===== config.mk =====
export PLATFORM = sky130hd
export DESIGN_NAME = aq_cp0_vsetvl_ctrl_flat
export DESIGN_NICKNAME = d
export VERILOG_FILES = /design/src/rtl/aq_cp0_vsetvl_ctrl_pkg.sv /design/src/rtl/aq_cp0_vsetvl_ctrl_if.sv /design/src/rtl/aq_cp0_vsetvl_ctrl_vlmax_calc.sv /design/src/rtl/aq_cp0_vsetvl_ctrl.sv /design/src/flat_wrapper.sv
export SDC_FILE = /design/constraint.sdc
export NUM_CORES = 1
export LEC_CHECK = 0
export CORE_MARGIN = 4
export CORE_UTILIZATION = 41
export CTS_CLUSTER_SIZE = 30
export DETAILED_ROUTE_END_ITERATION = 10
export HOLD_SLACK_MARGIN = 0.1
export PLACE_DENSITY = 0.86
export SYNTH_ARGS = -nofsm -noshare
export SYNTH_HDL_FRONTEND = slang
export SYNTH_SLANG_ARGS = --single-unit
export TNS_END_PERCENT = 20

===== constraint.sdc =====
create_clock -name forever_cpuclk -period 2.6 [get_ports forever_cpuclk]
set_clock_uncertainty 0.15 [all_clocks]
set_input_delay 0.65 -clock forever_cpuclk [delete_from_list [all_inputs] [get_ports forever_cpuclk]]
set_output_delay 0.65 -clock forever_cpuclk [all_outputs]
set_load 0.01 [all_outputs]

===== src/rtl/aq_cp0_vsetvl_ctrl_pkg.sv =====
`default_nettype none
// ============================================================================
// Module  : aq_cp0_vsetvl_ctrl_pkg
// Brief   : Shared vector configuration for the CP0 vsetvl sequencer:
//           VLEN/vl width, vtype field positions, SEW/LMUL encodings and
//           the sequencer state encoding.
// Revision: 1.0 - initial release
// ============================================================================
package aq_cp0_vsetvl_ctrl_pkg;

  // Vector register length and the vl register width that can hold VLEN
  localparam int c_vlen = 128;
  localparam int c_vl_w = 8;

  // vtype field positions
  localparam int c_vlmul_lsb = 0;
  localparam int c_vlmul_msb = 1;
  localparam int c_vsew_lsb  = 2;
  localparam int c_vsew_msb  = 4;
  localparam int c_vediv_lsb = 5;
  localparam int c_vediv_msb = 6;
  localparam int c_vill_bit  = 63;

  // SEW encodings (vsew field); 3'b1xx is reserved
  localparam logic [2:0] c_sew_8  = 3'b000;
  localparam logic [2:0] c_sew_16 = 3'b001;
  localparam logic [2:0] c_sew_32 = 3'b010;
  localparam logic [2:0] c_sew_64 = 3'b011;

  // LMUL encodings (vlmul field)
  localparam logic [1:0] c_lmul_1 = 2'b00;
  localparam logic [1:0] c_lmul_2 = 2'b01;
  localparam logic [1:0] c_lmul_4 = 2'b10;
  localparam logic [1:0] c_lmul_8 = 2'b11;

  // vtype value reported when the requested configuration is illegal
  localparam logic [63:0] c_vtype_vill = 64'd1 << c_vill_bit;

  // Sequencer states
  typedef enum logic [1:0] {
    S_IDLE = 2'd0,
    S_DEC  = 2'd1,
    S_CALC = 2'd2,
    S_WB   = 2'd3
  } vsetvl_state_e;

endpackage : aq_cp0_vsetvl_ctrl_pkg
`default_nettype wire


===== src/rtl/aq_cp0_vsetvl_ctrl_if.sv =====
`default_nettype none
// ============================================================================
// Module  : aq_cp0_vsetvl_ctrl_if
// Brief   : IU request/completion handshake plus CP0 vl/vtype commit bus
//           for the vsetvl sequencer.
// Revision: 1.0 - initial release
// ============================================================================
interface aq_cp0_vsetvl_ctrl_if #(
  parameter int VL_W = 8
);
  // IU -> sequencer
  logic            iui_special_vsetvl;
  logic [63:0]     iui_special_vsetvl_rs1;
  logic [63:0]     iui_special_vsetvl_rs2;
  logic            iui_special_rs1_x0;
  logic            iui_special_vsetvl_dp;
  logic            iui_special_wb_ready;
  logic            iui_special_flush;
  logic            regs_special_vs_off;
  // sequencer -> IU
  logic            special_iui_vsetvl_busy;
  logic            special_iui_vsetvl_cmplt;
  logic            special_iui_vsetvl_expt;
  logic [63:0]     special_iui_vsetvl_wdata;
  // sequencer -> CP0 regs
  logic            special_regs_vsetvl_vld;
  logic            special_regs_vsetvl_dp;
  logic [VL_W-1:0] special_regs_vl;
  logic [63:0]     special_regs_vtype;

  // Environment side (IU and CP0 regs)
  modport master (
    output iui_special_vsetvl, iui_special_vsetvl_rs1, iui_special_vsetvl_rs2,
           iui_special_rs1_x0, iui_special_vsetvl_dp, iui_special_wb_ready,
           iui_special_flush, regs_special_vs_off,
    input  special_iui_vsetvl_busy, special_iui_vsetvl_cmplt,
           special_iui_vsetvl_expt, special_iui_vsetvl_wdata,
           special_regs_vsetvl_vld, special_regs_vsetvl_dp,
           special_regs_vl, special_regs_vtype
  );

  // Sequencer side
  modport slave (
    input  iui_special_vsetvl, iui_special_vsetvl_rs1, iui_special_vsetvl_rs2,
           iui_special_rs1_x0, iui_special_vsetvl_dp, iui_special_wb_ready,
           iui_special_flush, regs_special_vs_off,
    output special_iui_vsetvl_busy, special_iui_vsetvl_cmplt,
           special_iui_vsetvl_expt, special_iui_vsetvl_wdata,
           special_regs_vsetvl_vld, special_regs_vsetvl_dp,
           special_regs_vl, special_regs_vtype
  );
endinterface : aq_cp0_vsetvl_ctrl_if
`default_nettype wire


===== src/rtl/aq_cp0_vsetvl_ctrl_vlmax_calc.sv =====
`default_nettype none
// ============================================================================
// Module  : aq_cp0_vlmax_calc
// Brief   : Combinational vtype legality check and VLMAX computation.
//           Shared with the CP0 vtype CSR-write legality path.
// Revision: 1.0 - initial release
// ============================================================================
module aq_cp0_vlmax_calc
  import aq_cp0_vsetvl_ctrl_pkg::*;
#(
  parameter int VLEN = c_vlen,
  parameter int VL_W = c_vl_w
) (
  input  logic [63:0]     vtype,
  output logic            vill,
  output logic [VL_W-1:0] vlmax
);

  localparam logic [VL_W-1:0] c_vlen_v = VL_W'(VLEN);

  logic [1:0]      w_vlmul;
  logic [2:0]      w_vsew;
  logic [1:0]      w_vediv;
  logic [VL_W-1:0] w_elems;
  logic [VL_W-1:0] w_vlmax_raw;
  logic            w_sew_too_big;

  assign w_vlmul = vtype[c_vlmul_msb:c_vlmul_lsb];
  assign w_vsew  = vtype[c_vsew_msb:c_vsew_lsb];
  assign w_vediv = vtype[c_vediv_msb:c_vediv_lsb];

  // Elements per register = VLEN/SEW, then scaled by the register group size
  assign w_elems     = c_vlen_v >> (32'd3 + 32'(w_vsew));
  assign w_vlmax_raw = w_elems << w_vlmul;

  // SEW wider than one register yields zero elements; unreachable for VLEN>=64
  assign w_sew_too_big = ~w_vsew[2] & (w_elems == '0);

  // Decode legality and gate VLMAX to zero for illegal configurations
  always_comb begin
    vill  = w_vsew[2] | (w_vediv != 2'b00) | (|vtype[63:7]) | w_sew_too_big;
    vlmax = vill ? '0 : w_vlmax_raw;
  end

endmodule : aq_cp0_vlmax_calc
`default_nettype wire


===== src/rtl/aq_cp0_vsetvl_ctrl.sv =====
`default_nettype none
// ============================================================================
// Module  : aq_cp0_vsetvl_ctrl
// Brief   : Multi-cycle vsetvl/vsetvli sequencer. Latches the IU request,
//           decodes vtype, computes the new vl, returns it to the IU and
//           commits vl/vtype to CP0 only on the writeback handshake.
// Revision: 1.0 - initial release
// ============================================================================
module aq_cp0_vsetvl_ctrl
  import aq_cp0_vsetvl_ctrl_pkg::*;
#(
  parameter int VLEN = c_vlen,
  parameter int VL_W = c_vl_w
) (
  input  logic                 forever_cpuclk,
  input  logic                 cpurst_b,
  aq_cp0_vsetvl_ctrl_if.slave  bus
);

  vsetvl_state_e   r_state;
  logic            r_busy;
  logic            r_cmplt;
  logic            r_expt;
  logic            r_dp;
  logic            r_vs_off;
  logic            r_x0;
  logic            r_vill;
  logic [63:0]     r_rs1;
  logic [63:0]     r_rs2;
  logic [63:0]     r_wdata;
  logic [63:0]     r_vtype;
  logic [VL_W-1:0] r_vl;
  logic [VL_W-1:0] r_vlmax;

  logic            w_vill;
  logic [VL_W-1:0] w_vlmax;
  logic [63:0]     w_avl;
  logic            w_avl_ge;
  logic [VL_W-1:0] w_vl;
  logic [63:0]     w_vtype;

  aq_cp0_vlmax_calc #(
    .VLEN (VLEN),
    .VL_W (VL_W)
  ) u_vlmax_calc (
    .vtype (r_rs2),
    .vill  (w_vill),
    .vlmax (w_vlmax)
  );

  // AVL saturates to VLMAX; the compare uses the full 64-bit AVL so that
  // large values with zero low bits still clamp instead of truncating
  assign w_avl    = r_x0 ? {64{1'b1}} : r_rs1;
  assign w_avl_ge = (w_avl >= 64'(r_vlmax));
  assign w_vl     = r_vill ? '0 : (w_avl_ge ? r_vlmax : w_avl[VL_W-1:0]);
  assign w_vtype  = r_vill ? c_vtype_vill : {57'd0, r_rs2[6:0]};

  // Sequencer: IDLE -> DEC -> CALC -> WB, or DEC -> WB when vector unit is off
  always_ff @(posedge forever_cpuclk or negedge cpurst_b) begin
    if (!cpurst_b) begin
      r_state  <= S_IDLE;
      r_busy   <= 1'b0;
      r_cmplt  <= 1'b0;
      r_expt   <= 1'b0;
      r_dp     <= 1'b0;
      r_vs_off <= 1'b0;
      r_x0     <= 1'b0;
      r_vill   <= 1'b0;
      r_rs1    <= '0;
      r_rs2    <= '0;
      r_wdata  <= '0;
      r_vtype  <= '0;
      r_vl     <= '0;
      r_vlmax  <= '0;
    end else if (bus.iui_special_flush) begin
      r_state <= S_IDLE;
      r_busy  <= 1'b0;
      r_cmplt <= 1'b0;
    end else begin
      case (r_state)
        S_IDLE: begin
          if (bus.iui_special_vsetvl) begin
            r_rs1    <= bus.iui_special_vsetvl_rs1;
            r_rs2    <= bus.iui_special_vsetvl_rs2;
            r_x0     <= bus.iui_special_rs1_x0;
            r_dp     <= bus.iui_special_vsetvl_dp;
            r_vs_off <= bus.regs_special_vs_off;
            r_busy   <= 1'b1;
            r_state  <= S_DEC;
          end
        end
        S_DEC: begin
          if (r_vs_off) begin
            r_expt  <= 1'b1;
            r_wdata <= '0;
            r_cmplt <= 1'b1;
            r_state <= S_WB;
          end else begin
            r_vill  <= w_vill;
            r_vlmax <= w_vlmax;
            r_state <= S_CALC;
          end
        end
        S_CALC: begin
          r_vl    <= w_vl;
          r_vtype <= w_vtype;
          r_wdata <= 64'(w_vl);
          r_expt  <= 1'b0;
          r_cmplt <= 1'b1;
          r_state <= S_WB;
        end
        S_WB: begin
          if (bus.iui_special_wb_ready) begin
            r_cmplt <= 1'b0;
            r_busy  <= 1'b0;
            r_state <= S_IDLE;
          end
        end
        default: begin
          r_state <= S_IDLE;
          r_busy  <= 1'b0;
          r_cmplt <= 1'b0;
        end
      endcase
    end
  end

  // Flush masks completion and commit in the very cycle it is raised
  assign bus.special_iui_vsetvl_busy  = r_busy;
  assign bus.special_iui_vsetvl_cmplt = r_cmplt & ~bus.iui_special_flush;
  assign bus.special_iui_vsetvl_expt  = r_expt;
  assign bus.special_iui_vsetvl_wdata = r_wdata;
  assign bus.special_regs_vsetvl_vld  = (r_state == S_WB) & bus.iui_special_wb_ready
                                        & ~r_expt & ~bus.iui_special_flush;
  assign bus.special_regs_vsetvl_dp   = r_dp;
  assign bus.special_regs_vl          = r_vl;
  assign bus.special_regs_vtype       = r_vtype;

endmodule : aq_cp0_vsetvl_ctrl
`default_nettype wire


===== src/flat_wrapper.sv =====
// flat-port wrapper written by rule: the top's interface ports become plain ports
module aq_cp0_vsetvl_ctrl_flat import aq_cp0_vsetvl_ctrl_pkg::*;
#(
  parameter int VLEN = c_vlen,
  parameter int VL_W = c_vl_w
)
  (forever_cpuclk, cpurst_b, bus_iui_special_vsetvl, bus_iui_special_vsetvl_rs1, bus_iui_special_vsetvl_rs2, bus_iui_special_rs1_x0, bus_iui_special_vsetvl_dp, bus_iui_special_wb_ready, bus_iui_special_flush, bus_regs_special_vs_off, bus_special_iui_vsetvl_busy, bus_special_iui_vsetvl_cmplt, bus_special_iui_vsetvl_expt, bus_special_iui_vsetvl_wdata, bus_special_regs_vsetvl_vld, bus_special_regs_vsetvl_dp, bus_special_regs_vl, bus_special_regs_vtype);
  aq_cp0_vsetvl_ctrl_if #(.VL_W(VL_W)) bus_i ();
  input  logic forever_cpuclk;
  input  logic cpurst_b;
  input wire logic [$bits(bus_i.iui_special_vsetvl)-1:0] bus_iui_special_vsetvl;
  input wire logic [$bits(bus_i.iui_special_vsetvl_rs1)-1:0] bus_iui_special_vsetvl_rs1;
  input wire logic [$bits(bus_i.iui_special_vsetvl_rs2)-1:0] bus_iui_special_vsetvl_rs2;
  input wire logic [$bits(bus_i.iui_special_rs1_x0)-1:0] bus_iui_special_rs1_x0;
  input wire logic [$bits(bus_i.iui_special_vsetvl_dp)-1:0] bus_iui_special_vsetvl_dp;
  input wire logic [$bits(bus_i.iui_special_wb_ready)-1:0] bus_iui_special_wb_ready;
  input wire logic [$bits(bus_i.iui_special_flush)-1:0] bus_iui_special_flush;
  input wire logic [$bits(bus_i.regs_special_vs_off)-1:0] bus_regs_special_vs_off;
  output wire logic [$bits(bus_i.special_iui_vsetvl_busy)-1:0] bus_special_iui_vsetvl_busy;
  output wire logic [$bits(bus_i.special_iui_vsetvl_cmplt)-1:0] bus_special_iui_vsetvl_cmplt;
  output wire logic [$bits(bus_i.special_iui_vsetvl_expt)-1:0] bus_special_iui_vsetvl_expt;
  output wire logic [$bits(bus_i.special_iui_vsetvl_wdata)-1:0] bus_special_iui_vsetvl_wdata;
  output wire logic [$bits(bus_i.special_regs_vsetvl_vld)-1:0] bus_special_regs_vsetvl_vld;
  output wire logic [$bits(bus_i.special_regs_vsetvl_dp)-1:0] bus_special_regs_vsetvl_dp;
  output wire logic [$bits(bus_i.special_regs_vl)-1:0] bus_special_regs_vl;
  output wire logic [$bits(bus_i.special_regs_vtype)-1:0] bus_special_regs_vtype;
  assign bus_i.iui_special_vsetvl = bus_iui_special_vsetvl;
  assign bus_i.iui_special_vsetvl_rs1 = bus_iui_special_vsetvl_rs1;
  assign bus_i.iui_special_vsetvl_rs2 = bus_iui_special_vsetvl_rs2;
  assign bus_i.iui_special_rs1_x0 = bus_iui_special_rs1_x0;
  assign bus_i.iui_special_vsetvl_dp = bus_iui_special_vsetvl_dp;
  assign bus_i.iui_special_wb_ready = bus_iui_special_wb_ready;
  assign bus_i.iui_special_flush = bus_iui_special_flush;
  assign bus_i.regs_special_vs_off = bus_regs_special_vs_off;
  assign bus_special_iui_vsetvl_busy = bus_i.special_iui_vsetvl_busy;
  assign bus_special_iui_vsetvl_cmplt = bus_i.special_iui_vsetvl_cmplt;
  assign bus_special_iui_vsetvl_expt = bus_i.special_iui_vsetvl_expt;
  assign bus_special_iui_vsetvl_wdata = bus_i.special_iui_vsetvl_wdata;
  assign bus_special_regs_vsetvl_vld = bus_i.special_regs_vsetvl_vld;
  assign bus_special_regs_vsetvl_dp = bus_i.special_regs_vsetvl_dp;
  assign bus_special_regs_vl = bus_i.special_regs_vl;
  assign bus_special_regs_vtype = bus_i.special_regs_vtype;
  aq_cp0_vsetvl_ctrl #(.VLEN(VLEN), .VL_W(VL_W)) u_core (.forever_cpuclk(forever_cpuclk), .cpurst_b(cpurst_b), .bus(bus_i));
endmodule

[Word-level counts from Yosys, hierarchy flattened]
Index checks and enable logic that the tools add are counted.
Word-level totals
  memory bits (read-only): 0
  memories: 0
  bits in writable memories: 0
  logic and storage cells: 71
  register bits after elaboration: 281
  output and inout port bits: 141
  bits in latches: 0
Cells by class
  shifts and indexed selects: 2
  mux-type cells: 20
  $add $sub $neg: 1
  multipliers: 0
  equal/unequal tests: 7
  bitwise operators: 12
  div/mod/pow operators: 0
  reductions and logical operators: 14
  $lt $le $gt $ge: 1
Operator list (number)
  2-to-1 mux 64 bit: 3
  one-hot mux 64 bit (2 select lines): 1
  >= comparator 64 x 8 -> 1 bit: 1
  OR reduction 57 bit: 1
  right shift 8 x 32 -> 8 bit (first input constant): 1
  2-to-1 mux 8 bit: 3
  AND reduction 3 bit: 5
  zero test 8 bit: 1
  one-hot mux 2 bit (4 select lines): 1
  left shift 8 x 2 -> 8 bit: 1
  2-to-1 mux 1 bit: 6
  2-to-1 mux 2 bit: 3
  inequality test 3 bit (second input constant): 2
  bitwise AND 1 bit: 5
  adder 2 x 3 -> 4 bit (first input constant): 1
  == test 2 bit (second input constant): 2
  NOT 1 bit: 4
  one-hot mux 1 bit (2 select lines): 2
  AND reduction 2 bit: 2
  nonzero test 2 bit: 2
  nonzero test 4 bit: 1
  inequality test 3 x 2 -> 1 bit (second input constant): 1
  bitwise OR 1 bit: 3
  one-hot mux 1 bit (3 select lines): 1
  other kinds (4): 4

[Logic depth before layout (Yosys ltp)]
  word-level depth: 6
  gate-level depth with buffers: 9

[By module]
A second synthesis with hierarchy kept.
Unflattened totals
  cell total of the unflattened synthesis: 664
  area, all modules: 8192.9 µm²
Modules (own cells, without submodules)
  aq_cp0_vsetvl_ctrl: instances 1, cells each 615, area an instance 7835.0 µm²
  aq_cp0_vlmax_calc: instances 1, cells each 49, area an instance 357.8 µm²

[Worst setup path after synthesis]
OpenSTA, ideal clock, no wires.
  path type: flip-flop to flip-flop
  start: register u_core.r_x0
  end: register u_core.r_wdata[1] (netlist: u_core.bus.special_iui_vsetvl_wdata[1])
  slack: -160 ps
  required time: 2320 ps
  data arrival time: 2480 ps
  cell stages (with the launch flop): 9
  library setup time: 130 ps
  buffers on the path: 1
  cell sequence: dfrtp_1 -> or2_2 -> ha_1 -> a211oi_1 -> nand3_1 -> or4_1 -> buf_6 -> nor4b_2 -> o31ai_1
Between the ends
  longest elaborated chain between the ends: 5
RTL lines
  start, declared: RTL line aq_cp0_vsetvl_ctrl.sv:26  | logic r_x0;
  start signal, assigned: RTL line aq_cp0_vsetvl_ctrl.sv:85  | r_x0 <= bus.iui_special_rs1_x0;
  2-to-1 mux 64 bit *: RTL line aq_cp0_vsetvl_ctrl.sv:53  | assign w_avl = r_x0 ? {64{1'b1}} : r_rs1;
  >= comparator 64 x 8 -> 1 bit: RTL line aq_cp0_vsetvl_ctrl.sv:54  | assign w_avl_ge = (w_avl >= 64'(r_vlmax));
  2-to-1 mux 8 bit * (2 in series): RTL line aq_cp0_vsetvl_ctrl.sv:55  | assign w_vl = r_vill ? '0 : (w_avl_ge ? r_vlmax : w_avl[VL_W-1:0]);
  one-hot mux 64 bit (2 select lines) *: RTL line aq_cp0_vsetvl_ctrl.sv:80  | case (r_state)
  end signal, assigned: RTL line aq_cp0_vsetvl_ctrl.sv:107  | r_wdata <= 64'(w_vl);
  end, declared: RTL line aq_cp0_vsetvl_ctrl.sv:30  | logic [63:0] r_wdata;
Mark *: on every way between the ends. The rest lies on a longest branch, timed or not.
A chain may end at the register's enable or synchronous reset.

[Worst setup path in the final report]
  start: register u_core.r_x0
  end: register u_core.r_vl[2] (netlist: u_core.bus.special_regs_vl[2])
Between the ends
  longest elaborated chain between the ends: 4
RTL lines
  2-to-1 mux 64 bit *: RTL line aq_cp0_vsetvl_ctrl.sv:53
  >= comparator 64 x 8 -> 1 bit: RTL line aq_cp0_vsetvl_ctrl.sv:54
  2-to-1 mux 8 bit * (2 in series): RTL line aq_cp0_vsetvl_ctrl.sv:55
  end signal, assigned: RTL line aq_cp0_vsetvl_ctrl.sv:105  | r_vl <= w_vl;
  end, declared: RTL line aq_cp0_vsetvl_ctrl.sv:32  | logic [VL_W-1:0] r_vl;
Marks and branches as above.

==> impl_metrics.env <==
export IMPL_dpl_hpwl_um=14300
export IMPL_total_leakage_power_uw=0.00453
export IMPL_num_rows=51
export IMPL_worstSetupStartpointType="register"
export IMPL_finalHoldViolations=0
export IMPL_grt_max_degree=52
export IMPL_tns_ns=-0.595
export IMPL_power_density_nw_per_um2=984
export IMPL_routedWlPerCell_um=16.2
export IMPL_cts_sinks=169
export IMPL_worst_slew_pin_slew_ns=0.551
export IMPL_violations="negative setup slack"
export IMPL_power_internal_uw=7410
export IMPL_status="finished, violations left"
export IMPL_core_area_um2=19400
export IMPL_clockRootBuffer="clkbuf_16"
export IMPL_fin_crit_ns=2.69
export IMPL_ant_nets=0
export IMPL_layout_cells_non_filler=1127
export IMPL_switching_power_uw=3080
export IMPL_worstHoldStart="u_core.r_vill"
export IMPL_die_x_um=148
export IMPL_wl_um=18200
export IMPL_cts_tree="yes"
export IMPL_final_setup_viol_count=15
export IMPL_vias=5346
export IMPL_grtUsageTotal=0.167
export IMPL_drtIter0Drc=277
export IMPL_fin_util=0.549
export IMPL_required_ns=2.74
export IMPL_yosysSeqAreaShare=0.524
export IMPL_hold_class="register to register"
export IMPL_yosys_warnings=0
export IMPL_ir_drop_uv=572
export IMPL_fmax_mhz=372
export IMPL_drive_above_1_share=0.262
export IMPL_cts_buffers=17
export IMPL_syn_area_um2=8070
export IMPL_io_pin_count=277
export IMPL_dieArea_um2=22000
export IMPL_ys_ff_latch=169
export IMPL_power_frac_seq=0.432
export IMPL_synth_edf_count=0
export IMPL_initial_core_util=0.416
export IMPL_vias_per_cell=4.74
export IMPL_r2r_start="u_core.r_x0"
export IMPL_max_slew_margin=0.629
export IMPL_die_h_um=148
export IMPL_min_to="u_core.bus.special_regs_vtype[3]"
export IMPL_pwr_share_clk=0.258
export IMPL_clk_pin_slew_worst_paths_ns=0.06
export IMPL_grt_pass1_wl_um=28900
export IMPL_fillCellCount=1562
export IMPL_reg2reg_slack_ns=-0.09
export IMPL_first_pass_iters=4
export IMPL_place_inst=1093
export IMPL_worst_r2r_endpoint="u_core.bus.special_regs_vl[2]"
export IMPL_area_growth_syn_to_layout_pct=32.1
export IMPL_port_buffers=164
export IMPL_gr_total_overflow=0
export IMPL_cpLargestDelayFamily="simple AND/OR/NAND/NOR gates"
export IMPL_end_kind="register"
export IMPL_htree_levels=4
export IMPL_clk_path_buf_depth=2
export IMPL_syn_area_per_cell_um2=12.3
export IMPL_comb_power_share=0.310
export IMPL_maxCapViolations=0
export IMPL_grt_setup_unrepaired="true"
export IMPL_synth_ff_type="dfrtp_1"
export IMPL_grt_pass1_vias=5614
export IMPL_min_period_over_period=1.03
export IMPL_holdWs_ns=0.311
export IMPL_final_max_slew_violation_count=0
export IMPL_drc=0
export IMPL_crit_buf_inv=2
export IMPL_swShare=0.294
export IMPL_antenna_found_initial=5
export IMPL_crit_chain="or2_4 -> ha_4 -> buf_6 -> nand4_1 -> nand3_2 -> or4_4 -> buf_12 -> nor4b_4 -> o31ai_1"
export IMPL_insertion_delay_ns=0.42
export IMPL_slowest_delay_ns=0.57
export IMPL_ys_types=44
export IMPL_min_path_cells=1
export IMPL_crit_slowest_cell="or4_4"
export IMPL_worst_ep_arrival_time_ns=2.83
export IMPL_crit_fanout=8
export IMPL_synthCells=656
export IMPL_gp_congestion=0.840
export IMPL_num_nets_final=999
export IMPL_setup_ws_ns=-0.0859
export IMPL_r2r_cells=9
export IMPL_critical_path_class="register to register"
export IMPL_async_flop_share=1.00
-- area by class of cell --
class	instances	area [µm²]	share of cell area
Antenna cell	1	2.50	0.000235
Inverter	13	48.8	0.00458
Tap cell	265	332	0.0311
Multi-Input combinational cell	449	3390	0.319
Timing Repair Buffer	200	2020	0.189
Sequential cell	169	4230	0.397
Clock buffer	19	433	0.0406
Clock inverter	11	198	0.0186
-- state kept, by name, indices dropped and copies added (netlist names) --
register                             count
u_core.bus.special_regs_vtype            8
u_core.bus.special_iui_vsetvl_busy       1
u_core.bus.special_regs_vl               8
u_core.r_rs2                            64
u_core.bus.special_iui_vsetvl_expt       1
u_core.r_vs_off                          1
u_core.r_vlmax                           8
u_core.r_x0                              1
u_core.bus.special_iui_vsetvl_wdata      8
u_core.r_vill                            1
u_core.r_rs1                            64
u_core.r_state                           2
u_core.r_cmplt                           1
u_core.bus.special_regs_vsetvl_dp        1
-- power by group through the flow --
stage / sequential (µW) / combinational (µW) / clock [µW]
after global routing: 4680 / 3610 / 2880
after detailed placement: 4560 / 3160 / 0
final: 4530 / 3250 / 2710
after global placement: 4490 / 3020 / 0
after CTS: 4520 / 3180 / 2770
after floorplan: 4350 / 2230 / 0
-- stage by stage --
step | cell area [µm²] | setup WS (ns) | total power, µW
global placement | 9910 | -0.329 | 7510
finish | 10700 | -0.0859 | 10500
CTS | 10600 | -0.109 | 10500
floorplan | 8540 | 0.00865 | 6580
detailed placement | 9910 | -0.298 | 7710
global route | 10700 | -0.159 | 11200
-- routing by layer --
metal  track usage  vias up  wire length [µm]
met4        0.0624        8               484
met3        0.0661       42              1820
met5             0        -                57
met2         0.284      237              8910
met1         0.191     2566              6940
li1              -     2493                 -
-- timing repair --
action	CTS	global route
pin swaps	0	14
setup buffers	0	2
hold buffers	1	0
setup endpoints to repair	18	16
hold endpoints to repair	44	0
gates resized for setup	6	16
-- cell usage after synthesis, types with 8 or more instances --
| cell type | instances | area share |
|---|---|---|
| a31oi_1 | 8 | 0.0062 |
| nand2_1 | 43 | 0.020 |
| o21ai_0 | 18 | 0.011 |
| mux2_2 | 131 | 0.18 |
| nand2b_1 | 10 | 0.0078 |
| or2_2 | 8 | 0.0062 |
| ha_1 | 13 | 0.020 |
| inv_1 | 12 | 0.0056 |
| buf_4 | 112 | 0.10 |
| nor2_1 | 10 | 0.0047 |
| dfrtp_1 | 169 | 0.52 |
| nor4_1 | 29 | 0.022 |
| o31ai_1 | 18 | 0.017 |
| nand4_1 | 8 | 0.0062 |
| clkbuf_1 | 18 | 0.0084 |
-- placed cells by master (no fill, tap or decap), types with 5 or more instances in the layout --
cell type        instances
ha_1                     9
clkdlybuf4s50_1        161
o31ai_1                 16
clkbuf_16               17
nor4b_4                  7
buf_12                   8
a31oi_1                  8
inv_1                   12
o21ai_0                 17
buf_4                   26
nor4_1                  29
nor2_1                  10
dfrtp_1                168
or2_2                    5
conb_1                 112
mux2_2                 131
nand4_1                  8
nand2b_1                10
nand2_1                 43
bufinv_16                5
-- how the worst max path moves through the flow --
stage | cells after the start | end | start
finish | 9 | u_core.bus.special_regs_vl[2] | u_core.r_x0
detailed placement | 4 | bus_special_regs_vsetvl_vld | bus_iui_special_wb_ready
CTS | 9 | u_core.bus.special_iui_vsetvl_wdata[2] | u_core.r_x0
floorplan | 8 | u_core.bus.special_iui_vsetvl_wdata[1] | u_core.r_x0
global route | 9 | u_core.bus.special_iui_vsetvl_wdata[2] | u_core.r_x0
global placement | 4 | bus_special_regs_vsetvl_vld | bus_iui_special_wb_ready
-- cell families after synthesis --
| kind of cell | Yosys count | share of synthesized area |
|---|---|---|
| AOI/OAI and AO/OA | 60 | 0.0489 |
| xor gates and xnor gates | 1 | 0.00109 |
| adders and majority gates | 13 | 0.0202 |
| buffers and inverters | 149 | 0.122 |
| DFF | 169 | 0.524 |
| muxes | 132 | 0.184 |
| other | 1 | 0.000465 |
| and+or+nand+nor | 131 | 0.0985 |
Note: power is estimated with default switching activity, not from simulation.
